<file path="src/rtl/avalon_queue_bank_pkg.sv">
// Shared address map constants and control-word field helpers for the queue bank.
package avalon_queue_bank_pkg;

    localparam int CTRL_ADDR    = 0;
    localparam int CH_BASE_ADDR = 1;

    // The valid-vector status register sits right after the last channel address.
    function automatic int status_valid_offset(input int num_ch);
        return num_ch + 1;
    endfunction

    // Control word bit that flushes channel k.
    function automatic int ctrl_flush_bit(input int k);
        return k;
    endfunction

    // Control word bit that clears the sticky overflow flag of channel k.
    function automatic int ctrl_ovf_clr_bit(input int num_ch, input int k);
        return num_ch + k;
    endfunction

endpackage

</file>
<file path="src/rtl/avalon_queue_bank_fwft.sv">
// One show-ahead queue: head entry is visible on head_data whenever valid is high.
// A push into a full queue is only accepted when a pop frees a slot in the same cycle;
// otherwise it is dropped and reported on the dropped strobe.
module queue_fwft #(
    parameter int DATA_W = 8,
    parameter int DEPTH  = 4,
    localparam int PTR_W = $clog2(DEPTH),
    localparam int CNT_W = PTR_W + 1
) (
    input  logic              clk,
    input  logic              reset,
    input  logic              push,
    input  logic              pop,
    input  logic              flush,
    input  logic [DATA_W-1:0] push_data,
    output logic [DATA_W-1:0] head_data,
    output logic [CNT_W-1:0]  count,
    output logic              full,
    output logic              valid,
    output logic              dropped
);

    logic [DATA_W-1:0] mem [DEPTH];
    logic [PTR_W-1:0]  rd_ptr;
    logic [PTR_W-1:0]  wr_ptr;
    logic [CNT_W-1:0]  count_q;
    logic              pop_eff;
    logic              push_eff;

    assign full      = (count_q == CNT_W'(DEPTH));
    assign valid     = (count_q != '0);
    assign count     = count_q;
    assign head_data = mem[rd_ptr];
    assign pop_eff   = pop && valid;
    assign push_eff  = push && (!full || pop_eff);
    // A flushed push is discarded silently, so it never counts as an overflow.
    assign dropped   = push && full && !pop_eff && !flush;

    // Pointer and occupancy update; flush wins over any same-cycle push or pop.
    always_ff @(posedge clk or negedge reset) begin
        if (!reset) begin
            rd_ptr  <= '0;
            wr_ptr  <= '0;
            count_q <= '0;
        end else if (flush) begin
            rd_ptr  <= '0;
            wr_ptr  <= '0;
            count_q <= '0;
        end else begin
            if (push_eff) wr_ptr <= wr_ptr + PTR_W'(1);
            if (pop_eff)  rd_ptr <= rd_ptr + PTR_W'(1);
            case ({push_eff, pop_eff})
                2'b10:   count_q <= count_q + CNT_W'(1);
                2'b01:   count_q <= count_q - CNT_W'(1);
                default: count_q <= count_q;
            endcase
        end
    end

    // Entry storage; contents need no reset since count gates visibility.
    always_ff @(posedge clk) begin
        if (push_eff && !flush) mem[wr_ptr] <= push_data;
    end

endmodule

</file>
<file path="src/rtl/avalon_queue_bank.sv">
// Avalon-MM front end for NUM_CH show-ahead ingress queues: address decode,
// sticky overflow flags and the registered readdata path.
module avalon_queue_bank
    import avalon_queue_bank_pkg::*;
#(
    parameter int NUM_CH = 4,
    parameter int DATA_W = 8,
    parameter int DEPTH  = 4,
    parameter int ADDR_W = 3
) (
    input  logic                     clk,
    input  logic                     reset,
    input  logic                     chipselect,
    input  logic                     write,
    input  logic                     read,
    input  logic [ADDR_W-1:0]        address,
    input  logic [DATA_W-1:0]        writedata,
    output logic [DATA_W-1:0]        readdata,
    output logic [NUM_CH-1:0]        deq_valid,
    input  logic [NUM_CH-1:0]        deq_ready,
    output logic [NUM_CH*DATA_W-1:0] deq_data,
    output logic [NUM_CH-1:0]        full
);

    localparam int CNT_W = $clog2(DEPTH) + 1;

    logic              wr_hit;
    logic              ctrl_wr;
    logic [NUM_CH-1:0] push;
    logic [NUM_CH-1:0] flush;
    logic [NUM_CH-1:0] ovf_clr;
    logic [NUM_CH-1:0] dropped;
    logic [NUM_CH-1:0] overflow;
    logic [CNT_W-1:0]  occ [NUM_CH];
    logic [DATA_W-1:0] rd_mux;

    assign wr_hit  = chipselect && write;
    assign ctrl_wr = wr_hit && (address == ADDR_W'(CTRL_ADDR));

    for (genvar k = 0; k < NUM_CH; k++) begin : g_ch
        assign push[k]    = wr_hit && (address == ADDR_W'(CH_BASE_ADDR + k));
        assign flush[k]   = ctrl_wr && writedata[ctrl_flush_bit(k)];
        assign ovf_clr[k] = ctrl_wr && writedata[ctrl_ovf_clr_bit(NUM_CH, k)];

        queue_fwft #(
            .DATA_W (DATA_W),
            .DEPTH  (DEPTH)
        ) u_queue (
            .clk       (clk),
            .reset     (reset),
            .push      (push[k]),
            .pop       (deq_ready[k]),
            .flush     (flush[k]),
            .push_data (writedata),
            .head_data (deq_data[k*DATA_W +: DATA_W]),
            .count     (occ[k]),
            .full      (full[k]),
            .valid     (deq_valid[k]),
            .dropped   (dropped[k])
        );
    end

    // Sticky overflow flags; a new drop beats a same-cycle clear.
    always_ff @(posedge clk or negedge reset) begin
        if (!reset) begin
            overflow <= '0;
        end else begin
            overflow <= (overflow & ~ovf_clr) | dropped;
        end
    end

    // Read mux over pre-edge state; unmapped addresses read as zero.
    always_comb begin
        rd_mux = '0;
        if (address == ADDR_W'(CTRL_ADDR)) begin
            rd_mux = DATA_W'({overflow, full});
        end else if (address == ADDR_W'(status_valid_offset(NUM_CH))) begin
            rd_mux = DATA_W'(deq_valid);
        end
        for (int k = 0; k < NUM_CH; k++) begin
            if (address == ADDR_W'(CH_BASE_ADDR + k)) rd_mux = DATA_W'(occ[k]);
        end
    end

    // Registered read data, held between read strobes.
    always_ff @(posedge clk or negedge reset) begin
        if (!reset) begin
            readdata <= '0;
        end else if (chipselect && read) begin
            readdata <= rd_mux;
        end
    end

endmodule

</file>
<file path="config.mk">
export PLATFORM = sky130hd
export DESIGN_NAME = avalon_queue_bank
export DESIGN_NICKNAME = d
export VERILOG_FILES = /design/src/rtl/avalon_queue_bank_pkg.sv /design/src/rtl/avalon_queue_bank_fwft.sv /design/src/rtl/avalon_queue_bank.sv
export SDC_FILE = /design/constraint.sdc
export NUM_CORES = 1
export LEC_CHECK = 0
export CORE_MARGIN = 2
export CORE_UTILIZATION = 25
export DETAILED_ROUTE_END_ITERATION = 12
export PLACE_DENSITY = 0.51
export SLEW_MARGIN = 20
export SYNTH_ARGS = -nofsm -noshare
export SYNTH_HDL_FRONTEND = slang
export SYNTH_HIERARCHICAL = 1
export SYNTH_SLANG_ARGS = --single-unit
</file>
<file path="constraint.sdc">
create_clock -name clk -period 2.4 [get_ports clk]
set_clock_uncertainty 0.15 [all_clocks]
set_input_delay 0.36 -clock clk [delete_from_list [all_inputs] [get_ports clk]]
set_output_delay 0.36 -clock clk [all_outputs]
set_load 0.01 [all_outputs]
</file>
# Word level (Yosys, flattened, before mapping)
# Memory sizes are Yosys's and may differ from the RTL's.
# Index checks and enable logic that the tools add are counted.
# word_totals
ff_bits	40
mem_bits_rw	128
input_bits	20
output_inout_bits	48
wordCells	164
mem_count	4
# mem_list
name	depth	width	read_ports	rd_ports_with_merged_regs	wr	line_no	source
g_ch[0].u_queue.mem	4	8	1	0	1	avalon_queue_bank_fwft.sv:23	logic [DATA_W-1:0] mem [DEPTH];
g_ch[1].u_queue.mem	4	8	1	0	1	avalon_queue_bank_fwft.sv:23	
g_ch[2].u_queue.mem	4	8	1	0	1	avalon_queue_bank_fwft.sv:23	
g_ch[3].u_queue.mem	4	8	1	0	1	avalon_queue_bank_fwft.sv:23	
# op_classes
add_sub_neg	16
n_eq_ne	17
mux	38
bitwise_logic	3
reduce_logical	72
# op_table
operator	count
$mux W8	5
$logic_and A1 B1 Y1	39
$mux W2	16
$pmux W3 S2	4
$reduce_bool A3 Y1	8
$eq A3 B3 Y1 const B	6
$add A2 B1 Y2 const B	8
$reduce_bool A2 Y1	8
$add A3 B1 Y3 const B	4
$logic_not A1 Y1	12
$mux W3	4
$sub A3 B1 Y3 const B	4
$eq A2 B1 Y1 const B	4
$eq A2 B2 Y1 const B	4
$mux W1	8
$eq A3 B2 Y1 const B	2
$and A4 B4 Y4	1
$logic_or A1 B1 Y1	4
$mux W4	1
$not A4 Y4	1
$or A4 B4 Y4	1
$eq A3 B1 Y1 const B	1
$logic_not A3 Y1	1

# Longest topological paths before layout
# depth
word_depth	7
depth_mapped	11
ltp_nobuf	8

# By module
# The synthesis kept the hierarchy.
# modules_own_cells
mod	n_inst	cells_each	area_each_um2
queue_fwft (g_ch[0].u_queue ...)	2	108	1747.9
queue_fwft (g_ch[2].u_queue)	1	109	1800.5
queue_fwft (g_ch[3].u_queue)	1	109	1770.4
avalon_queue_bank	1	83	753.2

# Least setup slack after synthesis
# Ideal clock, no wire load.
# synth_path
kind	in2reg
from	in address[0]
to	reg g_ch[0].u_queue.count_q[2]
arrival_ps	2203
path_slack_ps	-35
path_stages	10
n_path_buf	3
path_cell_list	buf_6 buf_8 nand3_1 nor3_1 buf_4 nand2b_4 nor2b_1 fa_1 or4_1 a31oi_1
# synth_via
elab_chain_len	6
word_cells_on_any_way	11
# synth_rtl
item	line_no	source
start, declared	avalon_queue_bank.sv:16	input logic [ADDR_W-1:0] address,
$eq A3 B1 Y1 *	avalon_queue_bank.sv:41	assign push[k] = wr_hit && (address == ADDR_W'(CH_BASE_ADDR + k));
$logic_and A1 B1 Y1 *	avalon_queue_bank.sv:41	
net push[0]	avalon_queue_bank.sv:29	logic [NUM_CH-1:0] push;
$logic_and A1 B1 Y1 *	avalon_queue_bank_fwft.sv:35	assign push_eff = push && (!full || pop_eff);
$eq A2 B1 Y1 or $eq A2 B2 Y1 (tied branches)	avalon_queue_bank_fwft.sv:52	case ({push_eff, pop_eff})
$pmux W3 S2	avalon_queue_bank_fwft.sv:52	
$mux W3	avalon_queue_bank_fwft.sv:45	end else if (flush) begin
end signal, assigned	avalon_queue_bank_fwft.sv:53	2'b10: count_q <= count_q + CNT_W'(1);
end signal, assigned	avalon_queue_bank_fwft.sv:54	2'b01: count_q <= count_q - CNT_W'(1);
end signal, assigned	avalon_queue_bank_fwft.sv:55	default: count_q <= count_q;
end, declared	avalon_queue_bank_fwft.sv:26	logic [CNT_W-1:0] count_q;
# Mark *: on every way through the listed nets, which the timed path passes. The rest lies on a longest branch.
# A chain may end at the register's enable or synchronous reset.

# Final worst setup path
# layout_path
from	reg g_ch[2].u_queue.rd_ptr[0]
to	out deq_data[19]
# layout_via
elab_chain_len	1
# layout_rtl
item	line_no	source
start, declared	avalon_queue_bank_fwft.sv:24	logic [PTR_W-1:0] rd_ptr;
start signal, assigned	avalon_queue_bank_fwft.sv:51	if (pop_eff) rd_ptr <= rd_ptr + PTR_W'(1);
$mem_v2 Z4 W8	--	
end, declared	avalon_queue_bank.sv:21	output logic [NUM_CH*DATA_W-1:0] deq_data,
# Every way passes these cells.

==> reports/qor.yml <==
yosys:
  synth_area_um2: 7820
  yosysWarningCount: 6
  syn_inst: 517
  yosysUniqueCellTypes: 62
  synth_most_common_cell: "edfxtp_1"
  synth_nets: 557
  synth.avg_cell_area_um2: 15.1
  synth_seq_cells: 168
  synthArstFlopShare: 0.238
  synth-edff-count: 128
  synth.largest_area_cell: "edfxtp_1"
  synth_seq_area_share: 0.620
  synth-main-ff-cell: "edfxtp_1"
  synth_top_area_share: 0.492
  synth.area.top_cells: "edfxtp_1 (49%), dfrtp_1 (13%), mux4_2 (9.2%)"
  post_synth_most_frequent_cells: "edfxtp_1 (128), dfrtp_1 (40), mux4_2 (32)"
cts:
  clk_pin_slew_worst_paths_ns: 0.08
  worstSkewPairLatency_ns: 0.43
  root_buffer: "clkbuf_16"
  cts.path.max_buffers: 2
  cts_tree: "built"
  cts_sinks: 168
  cts_made_buffers: 17
  htreeDepth: 4
placement:
  place_hpwl_um: 13100
  dpl.cell_count: 1016
  place_congestion: 0.766
  io_buffers: 67
layout:
  nNetsFinal: 682
  diodes: 0
  final_cells: 1051
  area_growth_pct: 27.9
  post-route-util: 0.326
  layout-drive-gt1-share: 0.264
timing:
  post-route-period-util: 0.969
  tightest_slew_ns: 0.584
  setup_viol: 0
  slew_headroom: 0.610
  period_needed_ns: 2.33
  fmax_mhz: 430
  finalHoldViolCount: 0
  rsz0062_at_grt: "true"
  maxSlewViolCount: 0
global_route:
  grt_usage: 0.116
  antenna_found_initial: 0
  grt_max_degree: 20
  overflow: 0
  grt_pass1_vias: 4940
  grt_pass1_wl_um: 29100
worst_setup_path:
  crit_family: "multiplexers"
  cp_slowest_stage_delay_ns: 0.52
  arrival_ns: 1.82
  cp_cell_sequence: "buf_12 -> mux4_2 -> dlygate4sd2_1"
  crit_path_start_kind: "flop"
  crit_path_end_kind: "output port"
  worstSetupPathType: "flop to output port"
  critPathBufInv: 2
  crit_slowest_cell: "mux4_2"
  required_ns: 1.89
  path_max_fanout: 8
route:
  drc: 0
  via_count: 4732
  drt_iter0_markers: 264
  drtAntennaViolNets: 0
  wl_per_cell_um: 17.5
  wl_met3_um: 495
  wl_met2_um: 8800
  viasPerCell: 4.50
  wl_um: 18400
  wl_met1_um: 8880
  highest_layer: "met4"
  first_pass_iters: 4
floorplanning:
  fp.dieW_um: 181
  dieArea_um2: 32700
  die_y_um: 181
  core_area_um2: 30700
  ios: 68
  start_util: 0.255
  num_rows: 64
power:
  p_leak_nw: 3.64
  irDropWorstVdd_mv: 0.393
  powerDensity_nw_per_um2: 1000
status:
  status: "finished clean"
worst_hold_path:
  hp-class: "primary input to asynchronous set/reset pin"
flow_run:
  maxCapViolations: 0
## report_power, final
group | internal [mW] | switching [mW] | total, mW
Clock | 1.41 | 1.31 | 2.72
Sequential | 3.41 | 0.322 | 3.73
Combinational | 1.85 | 1.72 | 3.57
## sequential cells by signal, summed over array words and instances, names as in the netlist
name,cells
g_ch.u_queue/rd_ptr,8
g_ch.u_queue/wr_ptr,8
g_ch.u_queue/count,12
overflow,4
g_ch.u_queue/mem,128
readdata,8
## final timing paths
kind	slack, ns	to	depth (start not counted)	startpoint
worst max register to register	0.12	g_ch[1].u_queue/count[2]$_DFFE_PN0P_	5	g_ch[1].u_queue/count[1]$_DFFE_PN0P_
min in group clk	0.34	readdata[6]$_DFFE_PN0P_	2	readdata[6]$_DFFE_PN0P_
max in group asynchronous	1.25	g_ch[2].u_queue/rd_ptr[0]$_DFFE_PN0P_	3	reset
worst min register to register	0.34	readdata[6]$_DFFE_PN0P_	2	readdata[6]$_DFFE_PN0P_
worst max-delay path	0.07	deq_data[19]	3	g_ch[2].u_queue/rd_ptr[0]$_DFFE_PN0P_
worst min-delay path	0.25	g_ch[3].u_queue/wr_ptr[1]$_DFFE_PN0P_	2	reset
## cells by family (layout without fill, tap and decap cells)
kind of cell               after synthesis  after routing  share of synthesized area
muxes                                   42             42                      0.106
buffers and inverters                   50            188                     0.0370
AOI/OAI and AO/OA                       87             87                     0.0758
adders and majority gates               20             20                     0.0358
xor gates and xnor gates                12             12                     0.0134
and+or+nand+nor                        138            138                      0.112
DFF                                    168            168                      0.620
## through the flow
step                instance area, um^2  hold WS, ns  total power [mW]  setup TNS (ns)  setup slack, ns
floorplan                          7830      -0.0856              5.91         -0.0266          -0.0266
global placement                   9370        0.178              7.47          -36.51           -0.437
detailed placement                 9370        0.187              7.57          -43.86           -0.528
CTS                                9960        0.257              10.1               0          0.00353
global route                      10000        0.284              10.6         -0.0728          -0.0544
finish                            10000        0.254              10.0               0           0.0736
## worst reg2reg max path: stages, from the launching register on
cell	delay, ns
dfrtp_1	0.38
or3_4	0.42
nor2b_1	0.16
fa_1	0.38
or4_1	0.53
a31oi_1	0.17
## layout by cell type, fill, tap and decap left out, types with 3 or more instances in the layout
cell type,count
nor2_2,4
ha_1,16
dfrtp_1,38
nand3_1,10
and2_2,3
nand2b_1,14
mux2i_1,6
clkbuf_16,17
nor2b_1,5
inv_8,4
a22oi_1,3
o21ai_1,3
dlygate4sd2_1,38
a2111oi_2,3
and2_1,22
mux4_2,32
buf_4,63
edfxtp_1,128
o31ai_1,5
clkinv_8,4
o22ai_1,4
o221ai_1,3
a21o_1,5
a31oi_1,8
mux2_2,3
o21bai_1,3
xor2_1,12
fa_1,3
nor3b_1,5
nor2_4,3
buf_12,7
o21ai_0,17
clkdlybuf4s50_1,27
nor2_1,27
inv_1,18
nand2_1,15
nor4b_2,3
a211oi_1,7
a21oi_1,12
## routing by layer
layer / GRT usage / vias to the layer above
met5: 0 / -
met4: 0.0300 / 0
met3: 0.0189 / 15
met2: 0.189 / 82
met1: 0.160 / 2407
li1: - / 2228
## area by class of cell
cell class | count | area, um^2
inverters | 18 | 67.6
repair buffers | 138 | 1240
clock inverters | 15 | 174
flip-flops and latches | 168 | 4850
multi-input cells | 299 | 2750
well taps | 396 | 495
fillers | 3005 | 20700
clock buffers | 17 | 425
## repair_timing
action,in CTS,in global routing
setup endpoints to repair,40,63
resized for setup,44,15
hold endpoints to repair,15,0
hold buffers,1,0
pin swaps,0,1
buffers inserted,2,0
No activity file was read; power rests on OpenSTA's default activity.
